**src/rtl/filter_seq_pkg.sv**
```systemverilog
// Shared types and default sizing for the ADC pulse-shaping filter sequencer.
package filter_seq_pkg;

  localparam int unsigned DW          = 27;
  localparam int unsigned TS_W        = 32;
  localparam int unsigned CNT_W       = 8;
  localparam int unsigned FLUSH_N_DEF = 2;
  localparam int unsigned WARMUP_DEF  = 16;
  localparam int unsigned HOLDOFF_DEF = 8;

  typedef enum logic [2:0] {
    IDLE,
    FLUSH,
    WARMUP,
    ARMED,
    PEAK,
    HOLDOFF
  } state_t;

  typedef struct packed {
    logic signed [DW-1:0] peak;
    logic [TS_W-1:0]      ts;
  } event_t;

  function automatic logic [15:0] sat_inc16(input logic [15:0] v);
    return (v == 16'hFFFF) ? v : v + 16'd1;
  endfunction

endpackage

```
**src/rtl/filter_seq_ctrl_peak_tracker.sv**
```systemverilog
// Running maximum of the filter output and the timestamp of its first occurrence.
module filter_seq_ctrl_peak_tracker
  import filter_seq_pkg::*;
(
  input  logic                 clk,
  input  logic                 reset,
  input  logic                 clear,
  input  logic                 en,
  input  logic signed [DW-1:0] sample,
  input  logic [TS_W-1:0]      ts,
  output event_t               peak
);

  localparam logic signed [DW-1:0] PEAK_MIN = {1'b1, {(DW-1){1'b0}}};

  event_t peak_q;
  event_t peak_d;

  // Clear restarts from the most negative value so the enabled sample always wins.
  always_comb begin
    peak_d = peak_q;
    if (clear) begin
      peak_d.peak = PEAK_MIN;
      peak_d.ts   = '0;
    end
    if (en && (sample > peak_d.peak)) begin
      peak_d.peak = sample;
      peak_d.ts   = ts;
    end
  end

  always_ff @(posedge clk) begin
    if (reset) begin
      peak_q <= '0;
    end else begin
      peak_q <= peak_d;
    end
  end

  assign peak = peak_q;

endmodule

```
**src/rtl/filter_seq_ctrl.sv**
```systemverilog
// Filter sequencer: flush, warm-up, threshold trigger, peak capture, one-deep event output.
// Optional pile-up rejection during holdoff is enabled by defining PILEUP_REJECT_EN.
module filter_seq_ctrl
  import filter_seq_pkg::*;
#(
  parameter int unsigned FLUSH_N   = FLUSH_N_DEF,
  parameter int unsigned WARMUP_N  = WARMUP_DEF,
  parameter int unsigned HOLDOFF_N = HOLDOFF_DEF
) (
  input  logic                 clk,
  input  logic                 reset,
  input  logic                 start,
  input  logic                 stop,
  input  logic signed [DW-1:0] threshold,
  input  logic signed [DW-1:0] filt_data,
  output logic                 filt_run,
  output logic                 busy,
  output logic                 ev_valid,
  input  logic                 ev_ready,
  output logic signed [DW-1:0] ev_peak,
  output logic [TS_W-1:0]      ev_time,
  output logic [15:0]          drop_cnt,
  output logic [15:0]          pileup_cnt
);

  state_t           state_q, state_d;
  logic [CNT_W-1:0] cnt_q, cnt_d;
  logic [TS_W-1:0]  ts_q, ts_d;
  event_t           ev_q, ev_d;
  logic             ev_valid_q, ev_valid_d;
  logic [15:0]      drop_cnt_q, drop_cnt_d;
  logic [15:0]      pileup_cnt_q, pileup_cnt_d;
  logic             filt_run_q, filt_run_d;
  logic             busy_q, busy_d;

  logic   above_c;
  logic   trk_clear_c;
  logic   trk_en_c;
  logic   fin_c;
  logic   pileup_c;
  logic   slot_free_c;
  event_t trk_c;

  assign above_c = filt_data > threshold;

  filter_seq_ctrl_peak_tracker u_peak (
    .clk    (clk),
    .reset  (reset),
    .clear  (trk_clear_c),
    .en     (trk_en_c),
    .sample (filt_data),
    .ts     (ts_q),
    .peak   (trk_c)
  );

  // Sequencing; stop overrides every state, including IDLE+start.
  always_comb begin
    state_d     = state_q;
    cnt_d       = cnt_q;
    ts_d        = '0;
    trk_clear_c = 1'b0;
    trk_en_c    = 1'b0;
    fin_c       = 1'b0;
    pileup_c    = 1'b0;

    if (state_q inside {ARMED, PEAK, HOLDOFF}) begin
      ts_d = ts_q + TS_W'(1);
    end

    if (stop) begin
      state_d = IDLE;
      cnt_d   = '0;
    end else begin
      case (state_q)
        IDLE: begin
          if (start) begin
            state_d = FLUSH;
            cnt_d   = '0;
          end
        end
        FLUSH: begin
          if (cnt_q == CNT_W'(FLUSH_N - 1)) begin
            state_d = WARMUP;
            cnt_d   = '0;
          end else begin
            cnt_d = cnt_q + CNT_W'(1);
          end
        end
        WARMUP: begin
          if (cnt_q == CNT_W'(WARMUP_N - 1)) begin
            state_d = ARMED;
            cnt_d   = '0;
          end else begin
            cnt_d = cnt_q + CNT_W'(1);
          end
        end
        ARMED: begin
          if (above_c) begin
            state_d     = PEAK;
            trk_clear_c = 1'b1;
            trk_en_c    = 1'b1;
          end
        end
        PEAK: begin
          if (above_c) begin
            trk_en_c = 1'b1;
          end else begin
            state_d = HOLDOFF;
            cnt_d   = '0;
`ifndef PILEUP_REJECT_EN
            fin_c   = 1'b1;
`endif
          end
        end
        HOLDOFF: begin
`ifdef PILEUP_REJECT_EN
          // Pending event stays in the tracker; a new crossing replaces it.
          if (above_c) begin
            pileup_c    = 1'b1;
            state_d     = PEAK;
            cnt_d       = '0;
            trk_clear_c = 1'b1;
            trk_en_c    = 1'b1;
          end else if (cnt_q == CNT_W'(HOLDOFF_N - 1)) begin
            state_d = ARMED;
            cnt_d   = '0;
            fin_c   = 1'b1;
          end else begin
            cnt_d = cnt_q + CNT_W'(1);
          end
`else
          if (cnt_q == CNT_W'(HOLDOFF_N - 1)) begin
            state_d = ARMED;
            cnt_d   = '0;
          end else begin
            cnt_d = cnt_q + CNT_W'(1);
          end
`endif
        end
        default: state_d = IDLE;
      endcase
    end
  end

  // One-deep output slot; a same-cycle handshake makes room for the new event.
  always_comb begin
    ev_d         = ev_q;
    ev_valid_d   = ev_valid_q;
    drop_cnt_d   = drop_cnt_q;
    pileup_cnt_d = pileup_cnt_q;
    slot_free_c  = !ev_valid_q || ev_ready;

    if (ev_valid_q && ev_ready) begin
      ev_valid_d = 1'b0;
    end
    if (fin_c) begin
      if (slot_free_c) begin
        ev_d       = trk_c;
        ev_valid_d = 1'b1;
      end else begin
        drop_cnt_d = sat_inc16(drop_cnt_q);
      end
    end
    if (pileup_c) begin
      pileup_cnt_d = sat_inc16(pileup_cnt_q);
    end

    filt_run_d = state_d inside {WARMUP, ARMED, PEAK, HOLDOFF};
    busy_d     = state_d != IDLE;
  end

  always_ff @(posedge clk) begin
    if (reset) begin
      state_q      <= IDLE;
      cnt_q        <= '0;
      ts_q         <= '0;
      ev_q         <= '0;
      ev_valid_q   <= 1'b0;
      drop_cnt_q   <= '0;
      pileup_cnt_q <= '0;
      filt_run_q   <= 1'b0;
      busy_q       <= 1'b0;
    end else begin
      state_q      <= state_d;
      cnt_q        <= cnt_d;
      ts_q         <= ts_d;
      ev_q         <= ev_d;
      ev_valid_q   <= ev_valid_d;
      drop_cnt_q   <= drop_cnt_d;
      pileup_cnt_q <= pileup_cnt_d;
      filt_run_q   <= filt_run_d;
      busy_q       <= busy_d;
    end
  end

  assign filt_run   = filt_run_q;
  assign busy       = busy_q;
  assign ev_valid   = ev_valid_q;
  assign ev_peak    = ev_q.peak;
  assign ev_time    = ev_q.ts;
  assign drop_cnt   = drop_cnt_q;
  assign pileup_cnt = pileup_cnt_q;

endmodule

```
**config.mk**
```make
export PLATFORM = sky130hd
export DESIGN_NAME = filter_seq_ctrl
export DESIGN_NICKNAME = d
export VERILOG_FILES = /design/src/rtl/filter_seq_pkg.sv /design/src/rtl/filter_seq_ctrl_peak_tracker.sv /design/src/rtl/filter_seq_ctrl.sv
export SDC_FILE = /design/constraint.sdc
export NUM_CORES = 1
export LEC_CHECK = 0
export CELL_PAD_IN_SITES_DETAIL_PLACEMENT = 1
export CELL_PAD_IN_SITES_GLOBAL_PLACEMENT = 1
export CORE_MARGIN = 1
export CORE_UTILIZATION = 44
export CTS_BUF_LIST = sky130_fd_sc_hd__clkbuf_2
export DETAILED_ROUTE_END_ITERATION = 8
export HOLD_SLACK_MARGIN = 0.15
export PLACE_DENSITY = 0.93
export SLEW_MARGIN = 15
export SYNTH_ARGS = -nofsm -noshare
export SYNTH_HDL_FRONTEND = slang
export SYNTH_SLANG_ARGS = --single-unit
```
**constraint.sdc**
```tcl
create_clock -name clk -period 11.43 [get_ports clk]
set_input_delay 2.286 -clock clk [delete_from_list [all_inputs] [get_ports clk]]
set_output_delay 2.286 -clock clk [all_outputs]
set_load 0.1 [all_outputs]
```
; Word-level counts from Yosys, hierarchy flattened
; Index checks and enable logic that the tools add are counted.
; Widths: inputs -> output; s select.
[op_classes]
add_sub_neg = 3
n_lt_le_gt_ge = 2
eq_ne = 15
mux = 27
bitwise = 3
n_reduce_logical = 16
[ops]
columns = op, count
row1 = $mux 59, 2
row2 = $gt 27x27->1, 2
row3 = $mux 8, 5
row4 = $pmux 8 s5, 1
row5 = $add 32x1->32 const B, 1
row6 = $mux 3, 7
row7 = $pmux 3 s6, 1
row8 = $add 16x1->16 const B, 1
row9 = $eq 16x16->1 const B, 1
row10 = $eq 3x2->1 const B, 4
row11 = $eq 3x3->1 const B, 4
row12 = $mux 1, 11
row13 = $add 8x1->8 const B, 1
row14 = $eq 8x1->1 const B, 1
row15 = $eq 8x3->1 const B, 1
row16 = $eq 8x4->1 const B, 1
row17 = $reduce_and 3->1, 2
row18 = $reduce_bool 3->1, 2
row19 = $reduce_or 2->1, 3
row20 = $reduce_bool 5->1, 1
row21 = $ne 2x2->1 const B, 2
row22 = $reduce_bool 4->1, 1
row23 = $eq 3x1->1 const B, 1
row24 = $logic_not 3->1, 1
row25 = 6 further kinds, 9
[totals]
regBits = 180
input_bits = 59
out_inout_bits = 94

; Logic depth before layout (Yosys ltp)
; Gate-level depths: netlist of run 1.
[depth]
ltp_word = 8
mapped_depth = 23

; Hierarchy
; Synthesis of run 1 repeated with hierarchy kept, for this count alone.
[unflattened]
hier_cells = 1105
area_unflattened_um2 = 9354.0
[modules_own_cells]
columns = mod, instances, cells_per_inst, area_per_inst_um2, seq_area_each_um2
row1 = filter_seq_ctrl, 1, 746, 5985.7, 2422.3
row2 = filter_seq_ctrl_peak_tracker, 1, 359, 3368.2, 1181.1

; Least setup slack after synthesis of run 1
; No wires, ideal clock.
[synth_path]
kind = input port to flip-flop
startpoint = input port threshold[2]
endpoint = register u_peak.peak_q, in the netlist u_peak.peak[39]
setup_ns = 0.061
t_arrival_ns = 6.815
required_time_ns = 11.369
setup_slack_ns = 4.554
path_stages = 22
n_path_buf = 4
cell_sequence = inv_1 ha_1 nor2b_4 a221oi_2 o32ai_1 o311a_1 or3_1 clkbuf_2 a211o_1 clkbuf_1 buf_2 nand2_1 ha_1 a2111o_1 a221oi_1 a2111o_1 nand2_1 nor3_1 a21oi_4 a211oi_2 buf_6 a32o_1
[synth_via]
elab_chain_cells = 8
elab_cells_between_ends = 10
cone_classes = 2 x order compare / 7 x mux / 1 x reduce/logical
[synth_rtl]
columns = element, line
row1 = start: declaration, filter_seq_ctrl.sv:14  ; input logic signed [DW-1:0] threshold,
row2 = $gt 27x27->1 *, filter_seq_ctrl.sv:44  ; assign above_c = filt_data > threshold;
row3 = $mux 1 *, "filter_seq_ctrl.sv:98, filter_seq_ctrl.sv:105"
row4 = $mux 1, filter_seq_ctrl.sv:74  ; case (state_q)
row5 = $mux 1, filter_seq_ctrl.sv:70  ; if (stop) begin
row6 = $mux 59, filter_seq_ctrl_peak_tracker.sv:22  ; if (clear) begin
row7 = $gt 27x27->1, filter_seq_ctrl_peak_tracker.sv:26  ; if (en && (sample > peak_d.peak)) begin
row8 = $logic_and 1x1->1, filter_seq_ctrl_peak_tracker.sv:26
row9 = $mux 59 *, filter_seq_ctrl_peak_tracker.sv:26
row10 = end signal: assignment, filter_seq_ctrl_peak_tracker.sv:36  ; peak_q <= peak_d;
row11 = end: declaration, filter_seq_ctrl_peak_tracker.sv:16  ; event_t peak_q;
; Mark *: on every way between the ends. The rest lies on a longest branch, timed or not. The select of a mux whose other input is x is not followed.
; A chain may end at the register's enable or synchronous reset.

; Final worst setup path of run 1
[layout_path]
startpoint = input port threshold[2]
endpoint = register u_peak.peak_q, in the netlist u_peak.peak[49]
; The elaborated chain is that of the path after synthesis.

==> results_dict.tcl, run 1 <==
set metrics [dict create \
    core_area_mm2 0.0195 \
    leakage_nw 3.59 \
    fillerInstances 2339 \
    net-switching-power_w 0.000310 \
    post-cts-setup-buffers 0 \
    dp_slack_ns 2.40 \
    portBuffers 136 \
    max-slew-margin-rel_pct 21.7 \
    tns_ns 0 \
    fp.dieW_um 143 \
    cts.repair.resized 0 \
    postCtsHoldBufs 0 \
    num_vias 8132 \
    fin_crit_ns 8.37 \
    layout_commonest_cell "nand2_1" \
    final_util_pct 53.1 \
    yosysSeqAreaShare_pct 41.3 \
    dp_hpwl_um 18400 \
    grt_pass1_vias 8569 \
    r2r_slack_ns 5.90 \
    final_antenna_net_count 0 \
    layout.nets 1252 \
    die_h_um 143 \
    clk_latency_ns 0.77 \
    p_per_area_mw_per_mm2 103 \
    finalMaxSlewViolations 0 \
    viasPerCell 5.75 \
    status "finished, final reports clean" \
    area_growth_pct 18.5 \
    setup_slack_ns 3.06 \
    synth_flop_cell "dfxtp_1" \
    synthArstFlopShare_pct 0 \
    cts-root-buf "clkbuf_2" \
    seqPwrFrac_pct 59.4 \
    gp_congestion 0.838 \
    yosys_register_bits 180 \
    yosys_warnings 0 \
    io_pins 153 \
    min_path_type "register to register" \
    worst_pin_slew_ns 1.17 \
    clk_pin_slew_ns 0.29 \
    startpoint_type "input port" \
    path_cells "clkdlybuf4s50_1, inv_1, ha_1, nor2b_4, a221oi_2, o32ai_1, o311a_1, o211ai_2, a211o_1, buf_4, nand2_1, ha_1, a21o_1, a221o_1, a21oi_1, nand2_1, nor3_1, a21oi_4, a211oi_2, buf_4, a32o_1" \
    cts.sinks 180 \
    num_rows 51 \
    fmax_ghz 0.119 \
    crit_type "input port to register" \
    clkPwrFrac_pct 29.9 \
    numCtsBuffers 17 \
    clk_path_buf_depth 2 \
    cp_max_fo 43 \
    avgSynthCellArea_um2 8.40 \
    ir_worst_vdd_v 0.0000572 \
    htreeDepth 4 \
    crit_arrival_ns 9.07 \
    cts_tree "done" \
    fin_crit_sh_pct 73.3 \
    die_area_mm2 0.0204 \
    overflow 0 \
    grt_setup_unrepaired "no" \
    hold_violations 0 \
    switching_share_pct 29.2 \
    grt_max_degree 74 \
    required_ns 12.12 \
    crit_slowest_cell "a211oi_2" \
    routedWlPerCell_um 18.1 \
    drive_gt1_share_pct 5.49 \
    synthCells 1037 \
    finalSetupViolCount 0 \
    synth.distinct_cells 62 \
    synth_area_mm2 0.00872 \
    grt_usage_pct 25.9 \
    drt_first_pass_iters 5 \
    start_util_pct 44.8 \
    post-route-drc-count 0 \
    grt_pass1_wl_um 41800 \
    skew_ns 0.0477 \
    wl_um 25600 \
    antenna_found_initial 1 \
    drtIter0Drc 345 \
    mostFrequentLayoutCells "nand2_1, dfxtp_1, clkdlybuf4s50_1" \
    intPower_w 0.000753 \
    slowest_delay_ns 0.96 \
    pwr-share-comb_pct 10.8 \
    end_kind "register" \
    synth_edf_count 0 \
    maxCapViolations 0 \
]
-- registers in the layout, summed over array words and instances (netlist names), 3 cells and up --
register,cells
u_peak.peak,59
ev_time,32
ts_q,32
ev_peak,27
drop_cnt,16
cnt_q,8
state_q,3
-- layer usage --
metal / share of wire [%] / GRT usage, % / vias up
met3: 4.7 / 4.76 / 61
met2: 51 / 47.4 / 231
met5: 0 / 0 / -
li1: - / - / 3864
met1: 41 / 29.0 / 3976
met4: 3.3 / 11.7 / 0
-- final timing paths --
kind,from,cells after the start,endpoint
hold reg to reg,u_peak.peak[47],2,ev_peak[15]
setup / recovery,threshold[2],21,u_peak.peak[49]
setup reg to reg,state_q[2],14,u_peak.peak[49]
hold / removal,u_peak.peak[47],2,ev_peak[15]
-- kinds of logic (layout without fill, tap and decap cells) --
| kind of cell | after synthesis | count (layout) | share of synthesized area, % |
|---|---|---|---|
| other cells | 1 | 17 | 0.0430 |
| fa+ha+maj | 58 | 58 | 8.33 |
| simple gates | 385 | 385 | 20.7 |
| xor+xnor | 27 | 27 | 2.71 |
| compound gates | 267 | 267 | 20.1 |
| mux | 3 | 3 | 0.388 |
| buf+inv | 116 | 212 | 6.35 |
| flops | 180 | 180 | 41.3 |
-- final cells by class --
class / instances / area [um^2] / area share [%]
Clock inverter: 13 / 125 / 1.21
Clock buffer: 19 / 95.1 / 0.921
Timing Repair Buffer: 143 / 1410 / 13.7
Sequential cell: 180 / 3600 / 34.9
Multi-Input combinational cell: 756 / 4620 / 44.7
Tap cell: 265 / 332 / 3.21
Antenna cell: 1 / 2.50 / 0.0242
Inverter: 37 / 139 / 1.34
-- critical path: cells and delay by family --
family | cells | cell delay [ns]
compound gates | 11 | 3.87
fa+ha+maj | 2 | 0.66
buf+inv | 4 | 1.39
simple gates | 4 | 0.84
-- synth_stat cells, types with 5 or more instances --
master | n | share of area [%]
dfxtp_1 | 180 | 41
nand3_1 | 55 | 3.2
xnor2_1 | 10 | 1.0
a21oi_1 | 131 | 7.5
a311oi_1 | 5 | 0.50
nor2b_1 | 7 | 0.50
nand4_1 | 12 | 0.86
nor2_1 | 51 | 2.2
xor2_1 | 17 | 1.7
buf_2 | 15 | 0.86
buf_4 | 16 | 1.4
o31ai_1 | 7 | 0.60
a21o_1 | 9 | 0.78
ha_1 | 58 | 8.3
inv_1 | 35 | 1.5
nand2_1 | 182 | 7.8
nor3_1 | 14 | 0.80
nand2b_1 | 5 | 0.36
or4_1 | 6 | 0.52
buf_6 | 5 | 0.65
clkbuf_1 | 42 | 1.8
o211ai_1 | 33 | 2.8
o21ai_0 | 23 | 1.3
a32o_1 | 26 | 3.0
and3_1 | 20 | 1.4
or3_1 | 11 | 0.79
-- per-stage QoR --
stage / area, um^2 / total power, W / hold WS, ns / cells
after CTS: 10300 / 0.00107 / 0.461 / 1413
after detailed placement: 10100 / 0.000755 / 0.446 / 1381
final: 10300 / 0.00106 / 0.459 / 1414
after global placement: 10100 / 0.000751 / 0.439 / 1381
after global routing: 10300 / 0.00111 / 0.464 / 1414
after floorplan: 8770 / 0.000718 / 0.430 / 1052
-- power by group through the flow --
stage	registers (W)	clock network (W)	logic, W
finish	0.000631	0.000318	0.000115
global route	0.000632	0.000350	0.000124
CTS	0.000631	0.000324	0.000114
detailed placement	0.000643	0	0.000113
global placement	0.000642	0	0.000108
floorplan	0.000643	0	0.0000749
No activity file was read; power rests on OpenSTA's default activity.
==> run 2: changes to the inputs <==
--- a/config.mk
+++ b/config.mk
@@ -8,11 +8,11 @@
 export CELL_PAD_IN_SITES_DETAIL_PLACEMENT = 1
 export CELL_PAD_IN_SITES_GLOBAL_PLACEMENT = 1
 export CORE_MARGIN = 1
-export CORE_UTILIZATION = 44
+export CORE_UTILIZATION = 37
 export CTS_BUF_LIST = sky130_fd_sc_hd__clkbuf_2
 export DETAILED_ROUTE_END_ITERATION = 8
 export HOLD_SLACK_MARGIN = 0.15
-export PLACE_DENSITY = 0.93
+export PLACE_DENSITY = 0.84
 export SLEW_MARGIN = 15
 export SYNTH_ARGS = -nofsm -noshare
 export SYNTH_HDL_FRONTEND = slang
==> constraint.sdc (replaced) <==
create_clock -name clk -period 7.4 [get_ports clk]
set_input_delay 1.48 -clock clk [delete_from_list [all_inputs] [get_ports clk]]
set_output_delay 1.48 -clock clk [all_outputs]
set_load 0.1 [all_outputs]
==> run 2 against run 1 <==
  * Final area increased by 0.29%
  * Sequential power up 54%
  * Sequential cell count stayed put
  * Die area up 19%
  * Cell count is 3.5% higher
  * Worst hold slack improved by 0.0019 ns
  * Setup slack worse by 2.0 ns
  * Critical path type unchanged
  * Critical endpoint is now u_peak.peak[24]
==> results_dict.tcl, run 2 (synthesis gave the netlist of run 1 again) <==
set metrics [dict create \
    status "finished, final reports clean" \
    startpoint_type "input port" \
    core_area_mm2 0.0228 \
    crit_type "input port to register" \
    antenna_found_initial 2 \
    required_ns 8.05 \
    whs_endpoint "ev_time[9]" \
    grt_pass1_wl_um 40600 \
    overflow 0 \
    fp.dieW_um 155 \
    cts_tree "done" \
    r2r_slack_ns 3.15 \
    clk_pin_slew_ns 0.25 \
    htreeDepth 4 \
    hold_violations 0 \
    die_h_um 155 \
    grt_max_degree 69 \
    drive_gt1_share_pct 5.31 \
    post-route-drc-count 0 \
    portBuffers 136 \
    ir_worst_vdd_v 0.0000740 \
    grt_usage_pct 20.9 \
    min_path_type "register to register" \
    fin_crit_sh_pct 86.2 \
    leakage_nw 3.58 \
    grt_setup_unrepaired "no" \
    wl_um 24500 \
    r2r_start "state_q[2]" \
    mostFrequentLayoutCells "nand2_1, dfxtp_1, clkdlybuf4s50_1" \
    postCtsHoldBufs 0 \
    finalInstanceArea_mm2 0.0104 \
    worst_pin_slew_ns 1.15 \
    dpl_cell_area_mm2 0.0102 \
    switching_share_pct 28.4 \
    net-switching-power_w 0.000443 \
    final_antenna_net_count 0 \
    grt_pass1_vias 8146 \
    clk_latency_ns 0.74 \
    cp_max_fo 27 \
    routedWlPerCell_um 16.8 \
    area_growth_pct 18.8 \
    finalSetupViolCount 0 \
    viasPerCell 5.39 \
    drt_first_pass_iters 5 \
    intPower_w 0.00112 \
    drtIter0Drc 397 \
    fin_crit_ns 6.38 \
    max-slew-margin-rel_pct 22.8 \
    dp_slack_ns 0.290 \
    setup_slack_ns 1.02 \
    numCtsBuffers 17 \
    dp_hpwl_um 18000 \
    p_per_area_mw_per_mm2 150 \
    tns_ns 0 \
    cts.repair.resized 0 \
    num_vias 7888 \
    die_area_mm2 0.0242 \
    gp_congestion 0.889 \
    r2r_end "u_peak.peak[24]" \
    end_kind "register" \
    crit_arrival_ns 7.03 \
    min-delay-start "u_peak.peak[9]" \
    layout_commonest_cell "nand2_1" \
    cts.sinks 180 \
    post-cts-setup-buffers 0 \
    num_rows 55 \
    fillerInstances 2769 \
    clkPwrFrac_pct 26.2 \
    hold_path_depth 2 \
    io_pins 153 \
    start_util_pct 38.1 \
    seqPwrFrac_pct 62.5 \
    finalMaxSlewViolations 0 \
    layout.nets 1256 \
    largest_reg_flops 59 \
    fmax_ghz 0.157 \
    cts-root-buf "clkbuf_2" \
    rr_worst_depth 13 \
    clk_path_buf_depth 2 \
    maxCapViolations 0 \
    pwr-share-comb_pct 11.3 \
    skew_ns 0.0394 \
]
-- run 2: layout make-up --
cell class / count / area (um^2) / share of cell area (%)
multi-input cells: 756 / 4620 / 44.6
flip-flops and latches: 180 / 3600 / 34.8
repair buffers: 147 / 1440 / 13.9
well taps: 313 / 392 / 3.78
inverters: 37 / 139 / 1.34
clock buffers: 19 / 95.1 / 0.918
clock inverters: 10 / 63.8 / 0.616
diodes: 1 / 2.50 / 0.0242
-- run 2: how the worst max path moves through the flow --
stage / startpoint / depth (start not counted) / to
floorplan: threshold[2] / 22 / u_peak.peak[39]
global placement: filt_data[26] / 19 / u_peak.peak[58]
detailed placement: threshold[2] / 20 / u_peak.peak[16]
CTS: threshold[2] / 20 / u_peak.peak[29]
global route: threshold[18] / 20 / u_peak.peak[24]
finish: threshold[2] / 20 / u_peak.peak[24]
-- run 2: power groups by stage --
stage	logic, W	clock network, W	registers (W)
floorplan	0.000116	0	0.000994
global placement	0.000169	0	0.000992
detailed placement	0.000175	0	0.000993
CTS	0.000176	0.000428	0.000975
global route	0.000191	0.000457	0.000976
finish	0.000176	0.000408	0.000974
-- run 2: metrics by stage --
| step | utilization (%) | hold slack, ns | std cells | power (W) |
|---|---|---|---|---|
| detailed placement | 44.6 | 0.446 | 1433 | 0.00117 |
| floorplan | - | 0.430 | 1052 | 0.00111 |
| global route | 45.3 | 0.485 | 1463 | 0.00162 |
| CTS | 45.3 | 0.451 | 1462 | 0.00158 |
| finish | 45.3 | 0.461 | 1463 | 0.00156 |
| global placement | 44.6 | 0.443 | 1433 | 0.00116 |
-- run 2: routing by layer --
layer / up-vias / wire length, um / global-route usage [%]
met5: - / 12 / 0
met4: 2 / 500 / 8.22
met2: 171 / 12400 / 37.3
li1: 3864 / - / -
met1: 3810 / 10800 / 25.0
met3: 41 / 866 / 3.34
-- run 2: worst max-delay path: stages --
cell and delay [ns]:
clkdlybuf4s50_1 0.47, inv_1 0.06, ha_1 0.34, nor2b_4 0.15
a221oi_2 0.26, o32ai_1 0.11, o311a_1 0.37, o211ai_2 0.33
a211o_1 0.82, nand2_1 0.13, ha_1 0.35, a2111o_1 0.41
a221oi_1 0.21, a2111o_1 0.19, nand2_1 0.09, nor3_1 0.39
a21o_1 0.27, buf_4 0.29, o211ai_1 0.11, a21oi_1 0.17
==> run 3: changes to the inputs <==
--- a/config.mk
+++ b/config.mk
@@ -8,11 +8,11 @@
 export CELL_PAD_IN_SITES_DETAIL_PLACEMENT = 1
 export CELL_PAD_IN_SITES_GLOBAL_PLACEMENT = 1
 export CORE_MARGIN = 1
-export CORE_UTILIZATION = 37
+export CORE_UTILIZATION = 41
 export CTS_BUF_LIST = sky130_fd_sc_hd__clkbuf_2
 export DETAILED_ROUTE_END_ITERATION = 8
 export HOLD_SLACK_MARGIN = 0.15
-export PLACE_DENSITY = 0.84
+export PLACE_DENSITY = 0.88
 export SLEW_MARGIN = 15
 export SYNTH_ARGS = -nofsm -noshare
 export SYNTH_HDL_FRONTEND = slang
==> constraint.sdc (replaced) <==
create_clock -name clk -period 6.5 [get_ports clk]
set_input_delay 1.3 -clock clk [delete_from_list [all_inputs] [get_ports clk]]
set_output_delay 1.3 -clock clk [all_outputs]
set_load 0.1 [all_outputs]
==> run 3 against run 2 <==
  * Non-clock buffer count rose by 3
  * First-iteration DRC count rose by 0.25%
  * Largest cell class unchanged
  * Critical endpoint is now u_peak.peak[20]
  * Sequential power increased by 14%
==> results_dict.tcl, run 3 (synthesis gave the netlist of run 1 again) <==
set metrics [dict create \
    rr_worst_depth 14 \
    layout_commonest_cell "nand2_1" \
    status "finished, final reports clean" \
    portBuffers 136 \
    path_depth 21 \
    clk_latency_ns 0.74 \
    area_growth_pct 19.7 \
    layout.nets 1259 \
    postCtsHoldBufs 0 \
    num_vias 7918 \
    intPower_w 0.00135 \
    end_kind "register" \
    numCtsBuffers 17 \
    leakage_nw 3.63 \
    fp.dieW_um 148 \
    post-cts-setup-buffers 0 \
    drive_gt1_share_pct 5.71 \
    fin_crit_ns 5.88 \
    dp_hpwl_um 17800 \
    min_path_type "register to register" \
    grt_usage_pct 22.8 \
    cts.sinks 180 \
    maxCapViolations 0 \
    fin_crit_sh_pct 90.4 \
    cp_top_family "compound AO/OA/AOI/OAI gates" \
    mostFrequentLayoutCells "nand2_1, dfxtp_1, clkdlybuf4s50_1" \
    num_rows 52 \
    routedWlPerCell_um 17.1 \
    r2r_start "state_q[0]" \
    seqPwrFrac_pct 59.3 \
    die_area_mm2 0.0218 \
    clk_pin_slew_ns 0.26 \
    cp_max_fo 33 \
    holdWs_ns 0.448 \
    crit_arrival_ns 6.48 \
    viasPerCell 5.55 \
    r2r_end "u_peak.peak[20]" \
    final_util_pct 50.7 \
    p_per_area_mw_per_mm2 179 \
    path_cells "clkdlybuf4s50_1, inv_1, ha_1, nor2b_4, a221oi_2, o32ai_1, o311a_1, or3_1, a211o_1, buf_4, nand2_1, ha_1, and4_1, nand4_1, nor2_1, a311oi_1, or4b_4, a21o_1, buf_12, o211ai_1, a21oi_1" \
    post-route-drc-count 0 \
    hold_violations 0 \
    final_antenna_net_count 0 \
    switching_share_pct 27.7 \
    grt_pass1_vias 8038 \
    wl_um 24400 \
    pwr-share-comb_pct 10.8 \
    grt_setup_unrepaired "no" \
    grt_pass1_wl_um 40300 \
    clkPwrFrac_pct 29.9 \
    finalSetupViolCount 0 \
    gp_congestion 0.849 \
    core_area_mm2 0.0206 \
    overflow 0 \
    crit_start "threshold[2]" \
    max-slew-margin-rel_pct 24.7 \
    drtIter0Drc 398 \
    largest_reg_flops 59 \
    io_pins 153 \
    antenna_found_initial 1 \
    drt_first_pass_iters 5 \
    crit_path_end "u_peak.peak[20]" \
    cp_common_cell "ha_1" \
    worst_pin_slew_ns 1.13 \
    htreeDepth 4 \
    net-switching-power_w 0.000519 \
    grt_max_degree 94 \
    finalMaxSlewViolations 0 \
    crit_type "input port to register" \
    cp_num_buf_inv 4 \
    cts-root-buf "clkbuf_2" \
    start_util_pct 42.4 \
    cts_tree "done" \
    required_ns 7.11 \
    slowest_delay_ns 0.54 \
    ir_worst_vdd_v 0.0000872 \
    startpoint_type "input port" \
    skew_ns 0.0520 \
    r2r_slack_ns 2.53 \
    die_h_um 148 \
    clk_path_buf_depth 2 \
    fmax_ghz 0.170 \
    crit_slowest_cell "or4b_4" \
    cts.repair.resized 0 \
]
## run 3: per-stage QoR
stage                     area (um^2)  std cells  setup slack [ns]  TNS, ns  total power (W)
after floorplan                  8770       1052             0.610        0          0.00126
after global placement          10200       1393             0.178        0          0.00132
after detailed placement        10200       1393           -0.0306  -0.0449          0.00133
after CTS                       10400       1425             0.751        0          0.00189
after global routing            10400       1426             0.505        0          0.00195
final                           10400       1426             0.623        0          0.00187
## run 3: how the worst min path moves through the flow
stage                     from           to  cells after the start
2_1_floorplan          ts_q[0]      ts_q[0]                      1
3_3_place_gp   u_peak.peak[31]  ev_time[31]                      2
3_5_place_dp   u_peak.peak[19]  ev_time[19]                      2
4_1_cts         u_peak.peak[0]   ev_time[0]                      2
5_1_grt         u_peak.peak[0]   ev_time[0]                      2
6_report        u_peak.peak[0]   ev_time[0]                      2
## run 3: final cells by class
type	count	area [um^2]
Antenna cell	1	2.50
Sequential cell	180	3600
Inverter	37	139
Timing Repair Buffer	150	1500
Clock buffer	18	90.1
Multi-Input combinational cell	756	4620
Clock inverter	14	135
Fill cell	2468	10100
Tap cell	270	338
## run 3: power groups by stage
stage	clock network (W)	logic (W)	registers, W
after detailed placement	0	0.000200	0.00113
after global placement	0	0.000193	0.00113
after floorplan	0	0.000132	0.00113
after global routing	0.000616	0.000219	0.00111
after CTS	0.000575	0.000202	0.00111
final	0.000560	0.000202	0.00111
## run 3: worst register-to-register path, cell delays in order, from the launching register on
cell	delay [ns]
dfxtp_1	0.64
nand3b_2	0.20
a211o_1	0.35
buf_4	0.20
nand2_1	0.07
ha_1	0.23
and4_1	0.23
nand4_1	0.14
nor2_1	0.11
a311oi_1	0.29
or4b_4	0.54
a21o_1	0.28
buf_12	0.20
o211ai_1	0.24
a21oi_1	0.11
## run 3: layer usage
metal	vias up	GRT usage (%)	part of all wire, %	wire length [um]
li1	3861	-	-	-
met1	3890	29.0	46	11100
met2	144	40.2	50	12100
met3	23	3.27	3.1	766
met4	0	5.88	1.4	334
met5	-	0	0	0
